[config.mk]
export PLATFORM = sky130hd
export DESIGN_NAME = dom1_skinny_round_ctrl
export DESIGN_NICKNAME = d
export VERILOG_FILES = /design/src/rtl/dom1_skinny_round_ctrl_pkg.sv /design/src/rtl/dom1_skinny_rc_lfsr.sv /design/src/rtl/dom1_skinny_round_ctrl.sv
export SDC_FILE = /design/constraint.sdc
export NUM_CORES = 1
export LEC_CHECK = 0
export CAP_MARGIN = 20
export CORE_AREA = 2 2 49 51
export DETAILED_ROUTE_END_ITERATION = 12
export DIE_AREA = 0 0 51 53
export PLACE_DENSITY = 0.69
export RECOVER_POWER = 50
export SLEW_MARGIN = 25
export SYNTH_ARGS = -nofsm -noshare
export SYNTH_HDL_FRONTEND = slang
export SYNTH_SLANG_ARGS = --single-unit
[constraint.sdc]
create_clock -name clk -period 1.45 [get_ports clk]
set_input_delay 0.29 -clock clk [delete_from_list [all_inputs] [get_ports clk]]
set_output_delay 0.29 -clock clk [all_outputs]
set_load 0.02 [all_outputs]
[src/rtl/dom1_skinny_round_ctrl_pkg.sv]
// Shared definitions for the DOM-1 Skinny-128-384+ round controller:
// controller state encoding, default round count, stage count and the
// round-constant update function.
package dom1_skinny_round_ctrl_pkg;

    typedef enum logic [1:0] {
        ST_IDLE  = 2'd0,
        ST_RUN   = 2'd1,
        ST_STORE = 2'd2,
        ST_DONE  = 2'd3
    } ctrl_state_e;

    localparam logic [5:0] SKINNY_RC_INIT    = 6'h01;
    localparam int         SKINNY_NUM_ROUNDS = 40;
    localparam int         SKINNY_STAGES     = 4;

    // One step of the Skinny 6-bit round-constant LFSR
    function automatic logic [5:0] rc_next(input logic [5:0] rc);
        return {rc[4:0], rc[5] ^ rc[4] ^ 1'b1};
    endfunction

endpackage

[src/rtl/dom1_skinny_rc_lfsr.sv]
// 6-bit Skinny round-constant LFSR. load forces RC_INIT and has priority
// over step; step advances the sequence by one round.
module dom1_skinny_rc_lfsr
    import dom1_skinny_round_ctrl_pkg::*;
#(
    parameter logic [5:0] RC_INIT = SKINNY_RC_INIT
) (
    input  logic       clk,
    input  logic       rst,
    input  logic       load,
    input  logic       step,
    output logic [5:0] rc
);

    logic [5:0] rc_q;
    logic [5:0] rc_d;

    // Next constant: reload on start, advance on round boundary, else hold
    always_comb begin
        rc_d = rc_q;
        if (load) begin
            rc_d = RC_INIT;
        end else if (step) begin
            rc_d = rc_next(rc_q);
        end
    end

    // Constant register, restored to the round-0 value on reset
    always_ff @(posedge clk) begin
        if (rst) begin
            rc_q <= RC_INIT;
        end else begin
            rc_q <= rc_d;
        end
    end

    assign rc = rc_q;

endmodule

[src/rtl/dom1_skinny_round_ctrl.sv]
// Round scheduler for the DOM-1 masked Skinny-128-384+ datapath. Each round
// takes four DOM pipeline stages; the controller sequences one-hot stage
// enables, the round-boundary reload strobe, the round constant, and the
// final store/done handshake towards the byte-serial I/O FSM.
// Optional feature macro: DOM1_SKINNY_RND_STALL_EN -- when defined, the
// pipeline only advances in cycles where fresh randomness (rnd_valid) is
// available; otherwise it advances every RUN cycle and rnd_valid is unused.
module dom1_skinny_round_ctrl
    import dom1_skinny_round_ctrl_pkg::*;
#(
    parameter int         NUM_ROUNDS = SKINNY_NUM_ROUNDS,
    parameter logic [5:0] RC_INIT    = SKINNY_RC_INIT
) (
    input  logic       clk,
    input  logic       rst,
    input  logic       start,
    input  logic       rnd_valid,
    output logic       busy,
    output logic [3:0] en,
    output logic       kstore,
    output logic [5:0] rc,
    output logic       rnd_req,
    output logic       store,
    output logic       done
);

    localparam logic [5:0] LAST_ROUND = 6'(NUM_ROUNDS - 1);
    localparam logic [1:0] LAST_STAGE = 2'(SKINNY_STAGES - 1);

    ctrl_state_e state_q, state_d;
    logic [1:0]  stage_q, stage_d;
    logic [5:0]  round_q, round_d;
    logic        adv_ok;
    logic        rc_load;
    logic        rc_step;

`ifdef DOM1_SKINNY_RND_STALL_EN
    // Each stage consumes fresh masking randomness, so hold without it
    assign adv_ok = rnd_valid;
`else
    logic unused_rnd_valid;
    assign unused_rnd_valid = rnd_valid;
    assign adv_ok           = 1'b1;
`endif

    // Round constant generator
    dom1_skinny_rc_lfsr #(
        .RC_INIT (RC_INIT)
    ) u_rc_lfsr (
        .clk  (clk),
        .rst  (rst),
        .load (rc_load),
        .step (rc_step),
        .rc   (rc)
    );

    // Next-state, counter update and output decode
    always_comb begin
        state_d = state_q;
        stage_d = stage_q;
        round_d = round_q;
        en      = 4'b0000;
        kstore  = 1'b0;
        store   = 1'b0;
        done    = 1'b0;
        busy    = 1'b0;
        rnd_req = 1'b0;
        rc_load = 1'b0;
        rc_step = 1'b0;
        case (state_q)
            ST_IDLE: begin
                if (start) begin
                    state_d = ST_RUN;
                    stage_d = 2'd0;
                    round_d = 6'd0;
                    rc_load = 1'b1;
                end
            end
            ST_RUN: begin
                busy = 1'b1;
                if (adv_ok) begin
                    en      = 4'b0001 << stage_q;
                    rnd_req = 1'b1;
                    // Round 0 works on the externally loaded state
                    kstore  = (stage_q == 2'd0) && (round_q != 6'd0);
                    stage_d = stage_q + 2'd1;
                    if (stage_q == LAST_STAGE) begin
                        if (round_q == LAST_ROUND) begin
                            state_d = ST_STORE;
                        end else begin
                            round_d = round_q + 6'd1;
                            rc_step = 1'b1;
                        end
                    end
                end
            end
            ST_STORE: begin
                busy    = 1'b1;
                store   = 1'b1;
                state_d = ST_DONE;
            end
            ST_DONE: begin
                done    = 1'b1;
                state_d = ST_IDLE;
            end
            default: begin
                state_d = ST_IDLE;
            end
        endcase
    end

    // FSM and stage/round counter registers
    always_ff @(posedge clk) begin
        if (rst) begin
            state_q <= ST_IDLE;
            stage_q <= 2'd0;
            round_q <= 6'd0;
        end else begin
            state_q <= state_d;
            stage_q <= stage_d;
            round_q <= round_d;
        end
    end

endmodule

=== After elaboration in Yosys (flattened, before gate mapping) ===
Cells that the tools add are included.

* Bits in registers: 16
* Bits in latches: 0
* RAM bits: 0
* Memory bits (read-only): 0
* Bits of input ports: 4
* Word-level logic and storage cells: 49
* Memories: 0

* Add/sub/neg operators: 2
* $mul: 0
* Div/mod/pow operators: 0
* $lt $le $gt $ge: 0
* Equal/unequal tests: 9
* Shift-type cells: 1
* Multiplexer cells: 21
* Bitwise operators: 2
* Reductions and logical operators: 10

{| class="wikitable"
|+ Operators by type and width
! cell !! number
|-
| 6-bit 2-to-1 mux || 3
|-
| 6-bit one-hot mux with 2 select lines || 1
|-
| 1-bit 2-to-1 mux || 10
|-
| 2-bit 2-to-1 mux || 4
|-
| 2-bit != test, second input constant || 4
|-
| 2-bit one-hot mux with 4 select lines || 1
|-
| 6-bit by 1-bit adder with 6-bit output, second input constant || 1
|-
| 2-bit equality test, second input constant || 3
|-
| 6-bit equality test, second input constant || 1
|-
| 6-bit nonzero test || 1
|-
| 2-bit logical NOT || 2
|-
| 4-bit 2-to-1 mux || 1
|-
| 2-bit one-hot mux with 2 select lines || 1
|-
| 4-bit AND reduction || 1
|-
| 2-bit OR reduction || 2
|-
| 1-bit by 2-bit << shifter with 4-bit output, first input constant || 1
|-
| 3-bit AND reduction || 1
|-
| 2-bit by 1-bit adder with 2-bit output, second input constant || 1
|-
| 2-bit by 1-bit equality test with 1-bit output, second input constant || 1
|-
| 2-bit AND reduction || 1
|-
| 2-bit nonzero test || 1
|-
| 1-bit logical AND || 1
|-
| 1-bit inverter || 1
|-
| 1-bit XOR || 1
|}

=== Logic depth before layout (Yosys ltp) ===
* Depth after elaboration: 4
* Depth in mapped cells: 7
* Depth with buffers taken out: 6

=== Modules after synthesis ===
Synthesis repeated with hierarchy kept, for this count alone.

* Cells, all modules: 107
* Area total of the unflattened synthesis: 958.4 um^2

{| class="wikitable"
|+ By module, submodules not included
! module !! instances !! cells an instance !! area each (um^2) !! sequential area each (um^2)
|-
| dom1_skinny_round_ctrl || 1 || 85 || 729.4 || 200.2
|-
| dom1_skinny_rc_lfsr || 1 || 22 || 229.0 || 120.1
|}

=== Worst setup path after synthesis ===
No wires, ideal clock.

* Kind: flip-flop to output port
* Start point: register state_q[1]
* End point: output kstore
* Arrival: 1.819 ns
* Path slack: -0.659 ns
* Cell stages (with the launch flop): 6
* Path buffers: 1
* Path through: dfxtp_1 inv_1 ha_1 clkbuf_1 and2_1 a21boi_0

* Longest elaborated chain between the ends: 2

{| class="wikitable"
|+ Ends and longest elaborated chain
! what !! RTL line !! RTL
|-
| from (decl) || dom1_skinny_round_ctrl.sv:30 || <nowiki>ctrl_state_e state_q, state_d;</nowiki>
|-
| from (signal assigned) || dom1_skinny_round_ctrl.sv:119 || <nowiki>state_q <= state_d;</nowiki>
|-
| 2-bit by 1-bit equality test with 1-bit output || dom1_skinny_round_ctrl.sv:70 || <nowiki>case (state_q)</nowiki>
|-
| 1-bit 2-to-1 mux || dom1_skinny_round_ctrl.sv:70 ||
|-
| to (decl) || dom1_skinny_round_ctrl.sv:20 || <nowiki>output logic kstore,</nowiki>
|}

Every way passes these cells.

=== Worst setup path after layout ===
* Start point: register state_q[0]
* End point: register round_q[0]

* Longest elaborated chain between the ends: 3

{| class="wikitable"
|+ Ends and longest elaborated chain
! what !! RTL line !! RTL
|-
| 2-bit by 1-bit equality test with 1-bit output or 2-bit logical NOT (tied branches) || dom1_skinny_round_ctrl.sv:70 ||
|-
| 2-bit != test (no source line) or 2-bit nonzero test (tied branches) || -- ||
|-
| 4-bit AND reduction (no source line) || -- ||
|-
| to (signal assigned) || dom1_skinny_round_ctrl.sv:121 || <nowiki>round_q <= round_d;</nowiki>
|-
| to (decl) || dom1_skinny_round_ctrl.sv:32 || <nowiki>logic [5:0] round_q, round_d;</nowiki>
|}

Parallel ways exist; a longest one is shown, timed or not.
A chain may end at the register's enable or synchronous reset.

==> results.tsv <==
stage	metric	value	unit
power_and_ir_drop	ir_drop	1.38	mV
sta	rsz0062_at_grt	true	
setup_path	worstPathRequired	1.67	ns
logic_synthesis	seq_area_frac_synth	0.340	
cts	cts_root_buf	clkbuf_4	
sta	min_period_over_period	1.14	
setup_path	reg2reg_depth	5	
place	place_area	1400	sq um
setup_path	r2r-end	round_q[0]	
final_layout	num-nets-final	196	
drt	vias_per_cell	5.73	
sta	tns	-1.63	ns
logic_synthesis	synth_top_area_share	0.340	
drt	first_pass_iters	4	
logic_synthesis	synth-edff-count	0	
sta	fmaxAchievable	603	MHz
sta	setup_ws	-0.208	ns
logic_synthesis	netlist_top_cells_area	dfxtp_1 (34%), ha_1 (13%), nand2_1 (6.4%), nand3_1 (5.3%), and2_1 (4.0%)	
power_and_ir_drop	p_per_area	1360	nW/um^2
cts	cts_buffers	3	
cts	cts.clk_slew.worst_paths	0.10	ns
drt	drc	0	
logic_synthesis	synth_common_cells	dfxtp_1 (16), nand2_1 (16), ha_1 (10), nand3_1 (10), inv_1 (8)	
sta	finClkSkew	0.00858	ns
setup_path	regToRegStartpoint	state_q[0]	
logic_synthesis	ys_ff_latch	16	
drt	finalWirelength	3950	microns
sta	hold_violations	0	
min_path	hold_end	u_rc_lfsr.rc[1]	
drt	detail_route.iter0.violations	38	
global_routing	grt_pass1_wl	4870	microns
run	maxCapViolCount	0	
setup_path	crit_path_start_kind	register	
place	io_buffers	17	
global_routing	antenna_found_initial	0	
place	dp_hpwl	1990	microns
floorplanning	dieWidth	51	microns
final_layout	drive_gt1_frac	0.617	
setup_path	crit_type	reg -> reg	
final_layout	post-route-util	0.849	
logic_synthesis	syn_area	943	sq um
run_status	status	finished with violations	
global_routing	first_global_vias	1052	
floorplanning	start_util	0.439	
drt	ant_nets	0	
logic_synthesis	yosysTopAreaCell	dfxtp_1	
cts	cts_sinks	16	
final_layout	num_antenna_cells	0	
setup_path	end_kind	register	
floorplanning	io_pins	19	
logic_synthesis	yosysWarnings	0	
sta	setup_viol	19	
cts	clk_path_buf_depth	2	
sta	min_period	1.66	ns
sta	relSlewSlack	0.827	
cts	cts_tree	built	
final_layout	finalInstanceArea	1820	sq um
setup_path	arrival	1.87	ns
run_status	violations	negative setup slack	
floorplanning	core	2150	sq um
floorplanning	rows	17	
drt	routedWlPerCell	19.0	microns
floorplanning	die_area	2700	sq um
logic_synthesis	synth.net_count	130	
logic_synthesis	synth-async-reset-ratio	0	
setup_path	critPathMaxFanout	5	
cts	hold_buffers	0	
logic_synthesis	synth_cell_types	32	
cts	h-tree-depth	1	
place	place_congestion	0.839	
power_and_ir_drop	leakage	0.760	nW
logic_synthesis	synthCells	116	
final_layout	syn_to_final_growth	93.4	%
setup_path	r2r_slack	-0.21	ns
final_layout	fillers	99	
cts	insertion_delay	0.30	ns
global_routing	grtUsageTotal	0.246	
global_routing	grt_max_degree	13	
logic_synthesis	syn_area_per_cell	8.13	sq um
min_path	hold_path_startpoint	u_rc_lfsr.rc[0]	
min_path	hold_class	reg -> reg	
sta	maxSlewViolCount	0	
global_routing	overflow	0	
floorplanning	die_h	53	microns
drt	via_count	1192	
sta	tightest_slew	0.256	ns
min_path	holdPathStages	2	
logic_synthesis	synth_ff_type	dfxtp_1	
[per-layer routing]
| metal | part of all wire | global-route usage | vias to the layer above |
|---|---|---|---|
| met4 | 0.054 | 0.135 | 0 |
| met1 | 0.39 | 0.293 | 566 |
| met2 | 0.51 | 0.409 | 58 |
| met3 | 0.052 | 0.0537 | 25 |
| met5 | 0 | 0 | - |
| li1 | - | - | 543 |
[layout by cell type (no fill, tap or decap), drive strengths merged, types with 3 or more instances in the layout]
cell	synthesis	routed
buf	2	59
nand2	16	16
dfxtp	16	16
ha	10	10
nand3	10	10
o21ai	9	9
inv	8	8
dlygate4sd2	0	6
and2	6	6
a21oi	6	6
o211ai	3	3
clkbuf	4	3
[what timing repair did]
action | CTS | global route
gates cloned | 0 | 1
endpoints found under the setup margin | 23 | 25
setup buffers | 7 | 12
gates resized for setup | 88 | 46
pin swaps | 9 | 23
[flip-flops by register name (all words and copies together), names as in the netlist]
| signal | cells |
|---|---|
| round_q | 6 |
| state_q | 2 |
| stage_q | 2 |
| u_rc_lfsr.rc | 6 |
[per-stage QoR]
step	power, W	hold WS (ns)	instances	worst slack, ns
floorplan	0.00112	0.466	116	-0.00539
global placement	0.00150	0.457	188	-0.233
detailed placement	0.00154	0.465	188	-0.264
CTS	0.00203	0.475	197	-0.117
global route	0.00258	0.515	208	-0.243
finish	0.00249	0.483	208	-0.208
[where the power goes]
part / internal (W) / switching, W
logic: 0.000916 / 0.000776
clock network: 0.0000968 / 0.000154
registers: 0.000490 / 0.0000532
[how the worst max path moves through the flow]
| stage | slack (ns) | cells after the start | start | end |
|---|---|---|---|---|
| after global placement | -0.23 | 5 | state_q[1] | kstore |
| after floorplan | -0.005 | 5 | state_q[1] | round_q[0] |
| final | -0.21 | 5 | state_q[0] | round_q[0] |
| after detailed placement | -0.26 | 5 | state_q[1] | kstore |
| after CTS | -0.12 | 5 | state_q[1] | kstore |
| after global routing | -0.24 | 8 | state_q[1] | round_q[3] |
[cell families after synthesis]
group / Yosys count / share of synthesized area
AO/OA/AOI/OAI: 27 / 0.182
flip-flops: 16 / 0.340
adder cells (fa/ha/maj): 10 / 0.133
buffers and inverters: 14 / 0.0610
XOR/XNOR: 1 / 0.00929
AND/OR/NAND/NOR: 47 / 0.265
multiplexers: 1 / 0.0106
[area by class of cell]
type	count	area [sq um]	area share
multi-input combinational	86	800	0.438
tap	28	35.0	0.0192
inverter	8	35.0	0.0192
sequential	16	330	0.181
clock buffer	3	22.5	0.0123
timing repair buffer	67	602	0.330
[worst max-delay path, stage by stage (launching register included)]
cell     delay (ns)
dfxtp_4        0.41
inv_4          0.05
ha_2           0.22
nor2b_2        0.19
or4b_1         0.53
a31oi_1        0.18
Note: power is estimated with default switching activity, not from simulation.
